File: src/rtl/cmd_loader_if.sv
// Host-to-loader bus: word stream in, command-memory write port and load status out.
// The master side is the host or testbench. The slave side is cmd_loader.
interface cmd_loader_if #(
  parameter int CMD_WIDTH      = 128,
  parameter int WORD_WIDTH     = 32,
  parameter int CMD_ADDR_WIDTH = 8
);
  logic                      start;
  logic [CMD_ADDR_WIDTH-1:0] base_addr;
  logic [CMD_ADDR_WIDTH:0]   num_cmds;
  logic [WORD_WIDTH-1:0]     word_in;
  logic                      word_valid;
  logic                      word_ready;
  logic [CMD_ADDR_WIDTH-1:0] cmd_write_addr;
  logic [CMD_WIDTH-1:0]      cmd_write;
  logic                      cmd_write_enable;
  logic                      busy;
  logic                      done;
  logic                      proc_reset;
  logic [WORD_WIDTH-1:0]     checksum;

  modport master (
    output start, base_addr, num_cmds, word_in, word_valid,
    input  word_ready, cmd_write_addr, cmd_write, cmd_write_enable,
           busy, done, proc_reset, checksum
  );

  modport slave (
    input  start, base_addr, num_cmds, word_in, word_valid,
    output word_ready, cmd_write_addr, cmd_write, cmd_write_enable,
           busy, done, proc_reset, checksum
  );
endinterface

File: src/rtl/cmd_loader.sv
// Packs streamed words into commands and writes them to sequential command-memory addresses.
// Defining CMD_LOADER_CHECKSUM_EN adds a running XOR of the accepted words.
module cmd_loader #(
  parameter int CMD_WIDTH      = 128,
  parameter int WORD_WIDTH     = 32,
  parameter int WORDS_PER_CMD  = 4,
  parameter int CMD_ADDR_WIDTH = 8
) (
  input  logic        clk,
  input  logic        reset,
  cmd_loader_if.slave bus
);
  localparam int IDX_W = (WORDS_PER_CMD > 1) ? $clog2(WORDS_PER_CMD) : 1;
  localparam logic [IDX_W-1:0] LAST_IDX = IDX_W'(WORDS_PER_CMD - 1);

  typedef enum logic [1:0] {IDLE, LOAD, DONE} state_t;

  state_t                    state_reg;
  logic [CMD_ADDR_WIDTH-1:0] addr_reg;
  logic [CMD_ADDR_WIDTH:0]   remaining_reg;
  logic [IDX_W-1:0]          idx_reg;
  logic [CMD_WIDTH-1:0]      pack_reg;
  logic [CMD_WIDTH-1:0]      pack_next;
  logic [CMD_WIDTH-1:0]      cmd_write_reg;
  logic                      wen_reg;
  logic                      done_reg;
  logic                      accept;
  logic                      start_ok;
  logic                      last_word;

  assign accept    = bus.word_valid && (state_reg == LOAD);
  assign start_ok  = bus.start && (state_reg != LOAD);
  assign last_word = accept && (idx_reg == LAST_IDX);

  // pack_next is the command including the word accepted this cycle.
  // The write register captures the complete command on the last word.
  for (genvar gi = 0; gi < WORDS_PER_CMD; gi++) begin : g_lane
    assign pack_next[gi*WORD_WIDTH +: WORD_WIDTH] =
      (accept && (idx_reg == IDX_W'(gi))) ? bus.word_in
                                          : pack_reg[gi*WORD_WIDTH +: WORD_WIDTH];
  end

  always_ff @(posedge clk) begin
    if (reset) begin
      state_reg     <= IDLE;
      addr_reg      <= '0;
      remaining_reg <= '0;
      idx_reg       <= '0;
      pack_reg      <= '0;
      cmd_write_reg <= '0;
      wen_reg       <= 1'b0;
      done_reg      <= 1'b0;
    end else begin
      wen_reg <= 1'b0;
      // Advance after each strobe. A newly latched base address overrides this below.
      if (wen_reg) begin
        addr_reg <= addr_reg + CMD_ADDR_WIDTH'(1);
      end
      case (state_reg)
        LOAD: begin
          if (accept) begin
            pack_reg <= pack_next;
            idx_reg  <= last_word ? '0 : idx_reg + IDX_W'(1);
          end
          if (last_word) begin
            cmd_write_reg <= pack_next;
            wen_reg       <= 1'b1;
            remaining_reg <= remaining_reg - (CMD_ADDR_WIDTH + 1)'(1);
            if (remaining_reg == (CMD_ADDR_WIDTH + 1)'(1)) begin
              state_reg <= DONE;
              done_reg  <= 1'b1;
            end
          end
        end
        default: begin
          if (start_ok) begin
            if (bus.num_cmds == '0) begin
              state_reg <= DONE;
              done_reg  <= 1'b1;
            end else begin
              state_reg     <= LOAD;
              done_reg      <= 1'b0;
              addr_reg      <= bus.base_addr;
              remaining_reg <= bus.num_cmds;
              idx_reg       <= '0;
            end
          end
        end
      endcase
    end
  end

`ifdef CMD_LOADER_CHECKSUM_EN
  logic [WORD_WIDTH-1:0] checksum_reg;

  always_ff @(posedge clk) begin
    if (reset) begin
      checksum_reg <= '0;
    end else if (start_ok) begin
      checksum_reg <= '0;
    end else if (accept) begin
      checksum_reg <= checksum_reg ^ bus.word_in;
    end
  end

  assign bus.checksum = checksum_reg;
`else
  assign bus.checksum = '0;
`endif

  assign bus.word_ready       = (state_reg == LOAD);
  assign bus.busy             = (state_reg == LOAD);
  assign bus.proc_reset       = reset || (state_reg == LOAD);
  assign bus.cmd_write_addr   = addr_reg;
  assign bus.cmd_write        = cmd_write_reg;
  assign bus.cmd_write_enable = wen_reg;
  assign bus.done             = done_reg;
endmodule

File: src/flat_wrapper.sv
// flat-port wrapper written by rule: the top's interface ports become plain ports
module cmd_loader_flat 
#(
  parameter int CMD_WIDTH      = 128,
  parameter int WORD_WIDTH     = 32,
  parameter int WORDS_PER_CMD  = 4,
  parameter int CMD_ADDR_WIDTH = 8
)
  (clk, reset, bus_start, bus_base_addr, bus_num_cmds, bus_word_in, bus_word_valid, bus_word_ready, bus_cmd_write_addr, bus_cmd_write, bus_cmd_write_enable, bus_busy, bus_done, bus_proc_reset, bus_checksum);
  cmd_loader_if #(.CMD_WIDTH(CMD_WIDTH), .WORD_WIDTH(WORD_WIDTH), .CMD_ADDR_WIDTH(CMD_ADDR_WIDTH)) bus_i ();
  input  logic clk;
  input  logic reset;
  input wire logic [$bits(bus_i.start)-1:0] bus_start;
  input wire logic [$bits(bus_i.base_addr)-1:0] bus_base_addr;
  input wire logic [$bits(bus_i.num_cmds)-1:0] bus_num_cmds;
  input wire logic [$bits(bus_i.word_in)-1:0] bus_word_in;
  input wire logic [$bits(bus_i.word_valid)-1:0] bus_word_valid;
  output wire logic [$bits(bus_i.word_ready)-1:0] bus_word_ready;
  output wire logic [$bits(bus_i.cmd_write_addr)-1:0] bus_cmd_write_addr;
  output wire logic [$bits(bus_i.cmd_write)-1:0] bus_cmd_write;
  output wire logic [$bits(bus_i.cmd_write_enable)-1:0] bus_cmd_write_enable;
  output wire logic [$bits(bus_i.busy)-1:0] bus_busy;
  output wire logic [$bits(bus_i.done)-1:0] bus_done;
  output wire logic [$bits(bus_i.proc_reset)-1:0] bus_proc_reset;
  output wire logic [$bits(bus_i.checksum)-1:0] bus_checksum;
  assign bus_i.start = bus_start;
  assign bus_i.base_addr = bus_base_addr;
  assign bus_i.num_cmds = bus_num_cmds;
  assign bus_i.word_in = bus_word_in;
  assign bus_i.word_valid = bus_word_valid;
  assign bus_word_ready = bus_i.word_ready;
  assign bus_cmd_write_addr = bus_i.cmd_write_addr;
  assign bus_cmd_write = bus_i.cmd_write;
  assign bus_cmd_write_enable = bus_i.cmd_write_enable;
  assign bus_busy = bus_i.busy;
  assign bus_done = bus_i.done;
  assign bus_proc_reset = bus_i.proc_reset;
  assign bus_checksum = bus_i.checksum;
  cmd_loader #(.CMD_WIDTH(CMD_WIDTH), .WORD_WIDTH(WORD_WIDTH), .WORDS_PER_CMD(WORDS_PER_CMD), .CMD_ADDR_WIDTH(CMD_ADDR_WIDTH)) u_core (.clk(clk), .reset(reset), .bus(bus_i));
endmodule
File: config.mk
export PLATFORM = sky130hd
export DESIGN_NAME = cmd_loader_flat
export DESIGN_NICKNAME = d
export VERILOG_FILES = /design/src/rtl/cmd_loader_if.sv /design/src/rtl/cmd_loader.sv /design/src/flat_wrapper.sv
export SDC_FILE = /design/constraint.sdc
export NUM_CORES = 1
export LEC_CHECK = 0
export BUFFER_PORTS_ARGS = -buffer_cell sky130_fd_sc_hd__buf_4
export CAP_MARGIN = 0
export CORE_MARGIN = 5
export CORE_UTILIZATION = 30
export CTS_CLUSTER_DIAMETER = 60
export DETAILED_ROUTE_END_ITERATION = 12
export GPL_ROUTABILITY_DRIVEN = 0
export PLACE_DENSITY_LB_ADDON = 0.2
export SYNTH_ARGS = -nofsm -noshare
export SYNTH_HDL_FRONTEND = slang
export SYNTH_SLANG_ARGS = --single-unit
File: constraint.sdc
create_clock -name clk -period 1.8 [get_ports clk]
set_clock_uncertainty 0.05 [all_clocks]
set_input_delay 0.36 -clock clk [delete_from_list [all_inputs] [get_ports clk]]
set_output_delay 0.36 -clock clk [all_outputs]
set_load 0.05 [all_outputs]
[After elaboration in Yosys (flattened, before gate mapping)]
Cells that the tools add are included.
Word-level totals
  output and inout port bits: 173
  input bits: 53
  register bits: 279
Cells by class
  add/subtract/negate cells: 3
  bitwise logic cells: 1
  eq/ne operators: 10
  reduce and logical (&&, ||, !) cells: 16
  mux-type cells: 28
Operator list (number)
  $mux 32: 4
  $mux 9: 4
  $mux 8: 4
  $mux 2: 10
  $eq 9x1->1 const B: 1
  $logic_not 9->1: 1
  $reduce_and 3->1: 3
  $sub 9x1->9 const B: 1
  $add 8x1->8 const B: 1
  $ne 2x1->1 const B: 4
  $logic_and 1x1->1: 6
  $mux 1: 6
  $eq 2x1->1 const B: 2
  $eq 2x2->1 const B: 2
  $reduce_and 2->1: 2
  $add 2x1->2 const B: 1
  $logic_not 2->1: 1
  $ne 2x2->1 const B: 1
  $reduce_bool 2->1: 1
  $reduce_or 2->1: 1
  $logic_or 1x1->1: 1
  $not 1->1: 1

[Longest topological paths before layout]
  depth after elaboration: 6
  mapped depth: 8

[Worst setup path after synthesis]
Ideal clock, no wire load.
  kind: flip-flop to output port
  start point: reg u_core.state_reg[1]
  end point: out bus_word_ready
  path buffers: 2
  path slack: -117 ps
  data arrival time: 1507 ps
  cell stages (with the launch flop): 5
  data required time: 1390 ps
  cells stage by stage: dfxtp_1 nand2b_1 clkbuf_1 clkinv_1 buf_4
On the way
  word-level cells in the longest chain between the ends: 1
RTL lines
  start, declared: line cmd_loader.sv:18  | state_t state_reg;
  start signal, assigned: line cmd_loader.sv:45  | state_reg <= IDLE;
  start signal, assigned: line cmd_loader.sv:70  | state_reg <= DONE;
  start signal, assigned: line cmd_loader.sv:78  | state_reg <= DONE;
  $eq 2x1->1
  end, declared: line flat_wrapper.sv:18  | output wire logic [$bits(bus_i.word_ready)-1:0] bus_word_ready;
No other way between the ends.

[Worst setup path after layout]
  start point: reg u_core.state_reg[1]
  end point: out bus_proc_reset
On the way
  word-level cells in the longest chain between the ends: 2
RTL lines
  $eq 2x1->1: line cmd_loader.sv:113  | assign bus.proc_reset = reset || (state_reg == LOAD);
  $logic_or 1x1->1: line cmd_loader.sv:113
  end, declared: line flat_wrapper.sv:24  | output wire logic [$bits(bus_i.proc_reset)-1:0] bus_proc_reset;
No other way between the ends.

==> run summary <==
The flow ran to the end, and the final reports show no timing, DRC or antenna violations. For the relative slew slack, the log shows 56.9%. The yosys synthesis warning count was 0; the count of hold-fix buffers inserted at cts was 0. The number of vias per cell is 4.55. The worst hold path belongs to the class primary input to register.

Leading cell type in the layout, fill and taps excluded: dfxtp_1. Before CTS, the worst setup slack after placement is 24.9 ps. Compared with the post-synthesis result, the final layout area differs by 32.4%. TritonCTS buffer count: 30. The repair_antennas step left the layout with diodes totalling 0. The required time of the critical path came out at 1390 ps.

Via count of the first global-routing pass: 6979. Entering global routing, the biggest net connects 132 pins. Startpoint type of the worst setup path: a register. The post-synthesis average cell area is 9.46 um^2, and the share of final-layout standard cells stronger than drive strength 1 is 25.1%. The top cell types in the final layout, fill and taps aside, are dfxtp_1, nor2_1, buf_4.

TritonCTS built the clock tree. Timing would allow up to 0.567 GHz. Summed over all cells, the static leakage comes to 5.38 nW. The transition time of the tightest slew-check pin works out to 646 ps. The beginning of the worst hold path was bus_word_in[8]. The run gives 0 as the number of failing hold endpoints at the final stage. The cell at the root of the clock tree was clkbuf_16. First-pass iteration count of the detailed router: 5. The maximum level of the CTS H-tree is 1.

The post-detailed-routing wire length was 24200 um. The I/O pin count is 226. Startpoint of the worst-slack reg-to-reg timing path: u_core.remaining_reg[0]. The detailed router finished its first iteration with 337 violations.

The total of buffers placed on input and output ports is 193, and the placed wire-length estimate after detailed placement is 16300 um. Setup violations remaining at the end of the flow were counted as 0. The number of flip-flops and latches in the synthesized netlist is 247. Count of max-cap constraint violations: 0. After global routing the overflow that remains totals 0. The number of nets in the layout was 1214. The path type of the worst setup path was register to output port. The register with the most flip-flops in the layout has 128 of them. For this run, the share of the core covered by cells in the final layout is 39.9%. The logs give 7160 for the total via count in the routed design and 1350 ps for the arrival time reported for the critical path endpoint. The total global-route track usage was 13.7%; the number of slew-limit violations in the final report was 0.

The floorplan has 64 rows. In this run the deepest clock path goes through 3 buffers. In the post-route analysis, the smallest setup slack over all paths is 37.5 ps. The worst setup path is captured at an output port.

The run gives 967 as the gate count of the mapped netlist. The placed cell count is 1515, and the post-route fraction of the period consumed by the critical path is 97.9%. The area of the core is 0.0303 mm^2.

After detailed routing, the number of remaining DRC violations is 0. Measured in cells, the most critical reg-to-reg path has a length of 7. The detailed-route wire length per cell was 15.4 um. The tools report the number of nets still failing antenna checks after routing as 0. Hold-critical path depth: 3. Setup repair after global routing could not meet its margin everywhere. The number of different library cells used by synthesis comes to 38. The tools report the count of placed standard cells in the final layout, fillers left out as 1573. The worst-case IR drop observed on VDD is 0.000627 V. Counting I/O delays and the setup requirement, the final critical path takes 1760 ps. Summing every instance area after synthesis gives 0.00915 mm^2. Count of clock tree sinks: 247. Number of antenna violations at the first check in global routing: 0.

The power per standard cell area came out at 1000 mW/mm^2. The capture instance of the worst register-to-register path is u_core.remaining_reg[6]. In the final timing run, aggregate negative setup slack is 0 ps.

For this configuration, the core starts out at a cell density of 30.1%. After clock tree synthesis, the clock-pin slew on the worst setup and hold paths is 60 ps. In this run the worst path has a maximum fanout of 4. Measured along the y axis, the die boundary spans 185 um. The die is 185 um wide. Sequential cells were found to cover 54.0% of the synthesized design area. The first global-routing pass estimated 38300 um of wire. In this run the register-to-register setup slack is 130 ps. The floorplan step defined a die boundary enclosing 0.0341 mm^2. The path with the worst hold slack has its endpoint at u_core.bus.cmd_write[104]. The clock latency on the worst-skew pair was 540 ps.
[per-stage QoR]
step,cell area (um^2),total power [mW],hold slack [ps]
2_1_floorplan,9270,6.34,387
3_3_place_gp,11100,6.60,394
5_1_grt,12100,12.7,17.1
6_report,12100,12.2,39.0
3_5_place_dp,11100,6.60,399
4_1_cts,12100,12.3,11.1
[final cells by class]
type | count | area (um^2)
Clock buffer | 43 | 840
Tap cell | 396 | 495
Timing Repair Buffer | 231 | 1970
Multi-Input combinational cell | 637 | 3730
Clock inverter | 12 | 101
Sequential cell | 247 | 4950
Fill cell | 3114 | 18200
Inverter | 7 | 31.3
[synth_stat cells]
cell type  count  area [um^2]
o21ai_0        7         35.0
and3b_1        1         8.76
a21oi_1       46          230
a31oi_4        1         21.3
or4_4          1         11.3
nand4_1        3         18.8
nor3_1         7         35.0
clkbuf_1      42          158
clkinv_1       1         3.75
buf_6          1         11.3
and2_4         1         8.76
nor2_4         1         11.3
xnor2_1        4         35.0
mux2i_1       97          971
nand2_1       79          297
or4_1          1         7.51
or3_1          1         6.26
ha_1           7         87.6
buf_4         43          323
dfxtp_1      247         4940
nor4_1         2         12.5
a211oi_1     108          811
a31oi_1        1         6.26
nand3_1        6         30.0
or3b_2         1         8.76
nand2b_1       3         18.8
conb_1         1         3.75
buf_2         21          105
a32oi_1        1         8.76
inv_1          6         22.5
a21oi_2        1         8.76
a21o_1         2         15.0
a211o_1        1         8.76
o32ai_1        1         8.76
and3_1         1         6.26
nor2_1       214          803
or2_2          2         12.5
xor2_1         4         35.0
[worst max-delay path: stages, from the launching register on]
cell and delay, ps:
dfxtp_2 320, nand2b_4 170, buf_8 130, nand2b_4 60, buf_8 140
[power by group]
group | switching [mW] | leakage, nW | internal (mW)
Sequential | 0.0488 | 2.00 | 5.54
Combinational | 0.603 | 2.93 | 0.316
Clock | 2.37 | 0.461 | 3.28
Total | 3.02 | 5.38 | 9.13
[logic make-up (layout without fill, tap and decap cells)]
| family | count (synthesis) | count (layout) | share of synthesized area, % |
|---|---|---|---|
| AOI/OAI and AO/OA | 169 | 169 | 12.6 |
| and+or+nand+nor | 324 | 324 | 14.2 |
| buffers and inverters | 114 | 293 | 6.81 |
| adders and majority gates | 7 | 7 | 0.957 |
| muxes | 97 | 97 | 10.6 |
| other | 1 | 32 | 0.0410 |
| xor gates and xnor gates | 8 | 8 | 0.766 |
| DFF | 247 | 247 | 54.0 |
[repair_timing]
action	CTS	global route
resized for setup	10	4
endpoints found under the setup margin	3	24
gates cloned	0	0
buffers inserted	3	0
[worst max-delay path by stage]
stage / from / end / slack (ps) / cells past startpoint
final: u_core.state_reg[1] / bus_proc_reset / 40 / 4
after global routing: u_core.state_reg[1] / bus_word_ready / -30 / 3
after CTS: u_core.state_reg[1] / bus_word_ready / -0.2 / 3
after detailed placement: bus_num_cmds[4] / u_core.remaining_reg[3] / 20 / 7
after global placement: bus_num_cmds[4] / u_core.remaining_reg[1] / 40 / 6
after floorplan: u_core.remaining_reg[0] / u_core.remaining_reg[6] / 50 / 7
[metal layers]
| metal | GRT usage, % | vias to the layer above | routed length (um) |
|---|---|---|---|
| met5 | 0 | - | 0 |
| met4 | 2.88 | 0 | 325 |
| met3 | 3.26 | 27 | 1670 |
| met2 | 21.1 | 181 | 10600 |
| met1 | 19.5 | 3334 | 11700 |
| li1 | - | 3618 | - |
(Power assumes the default switching activity.)
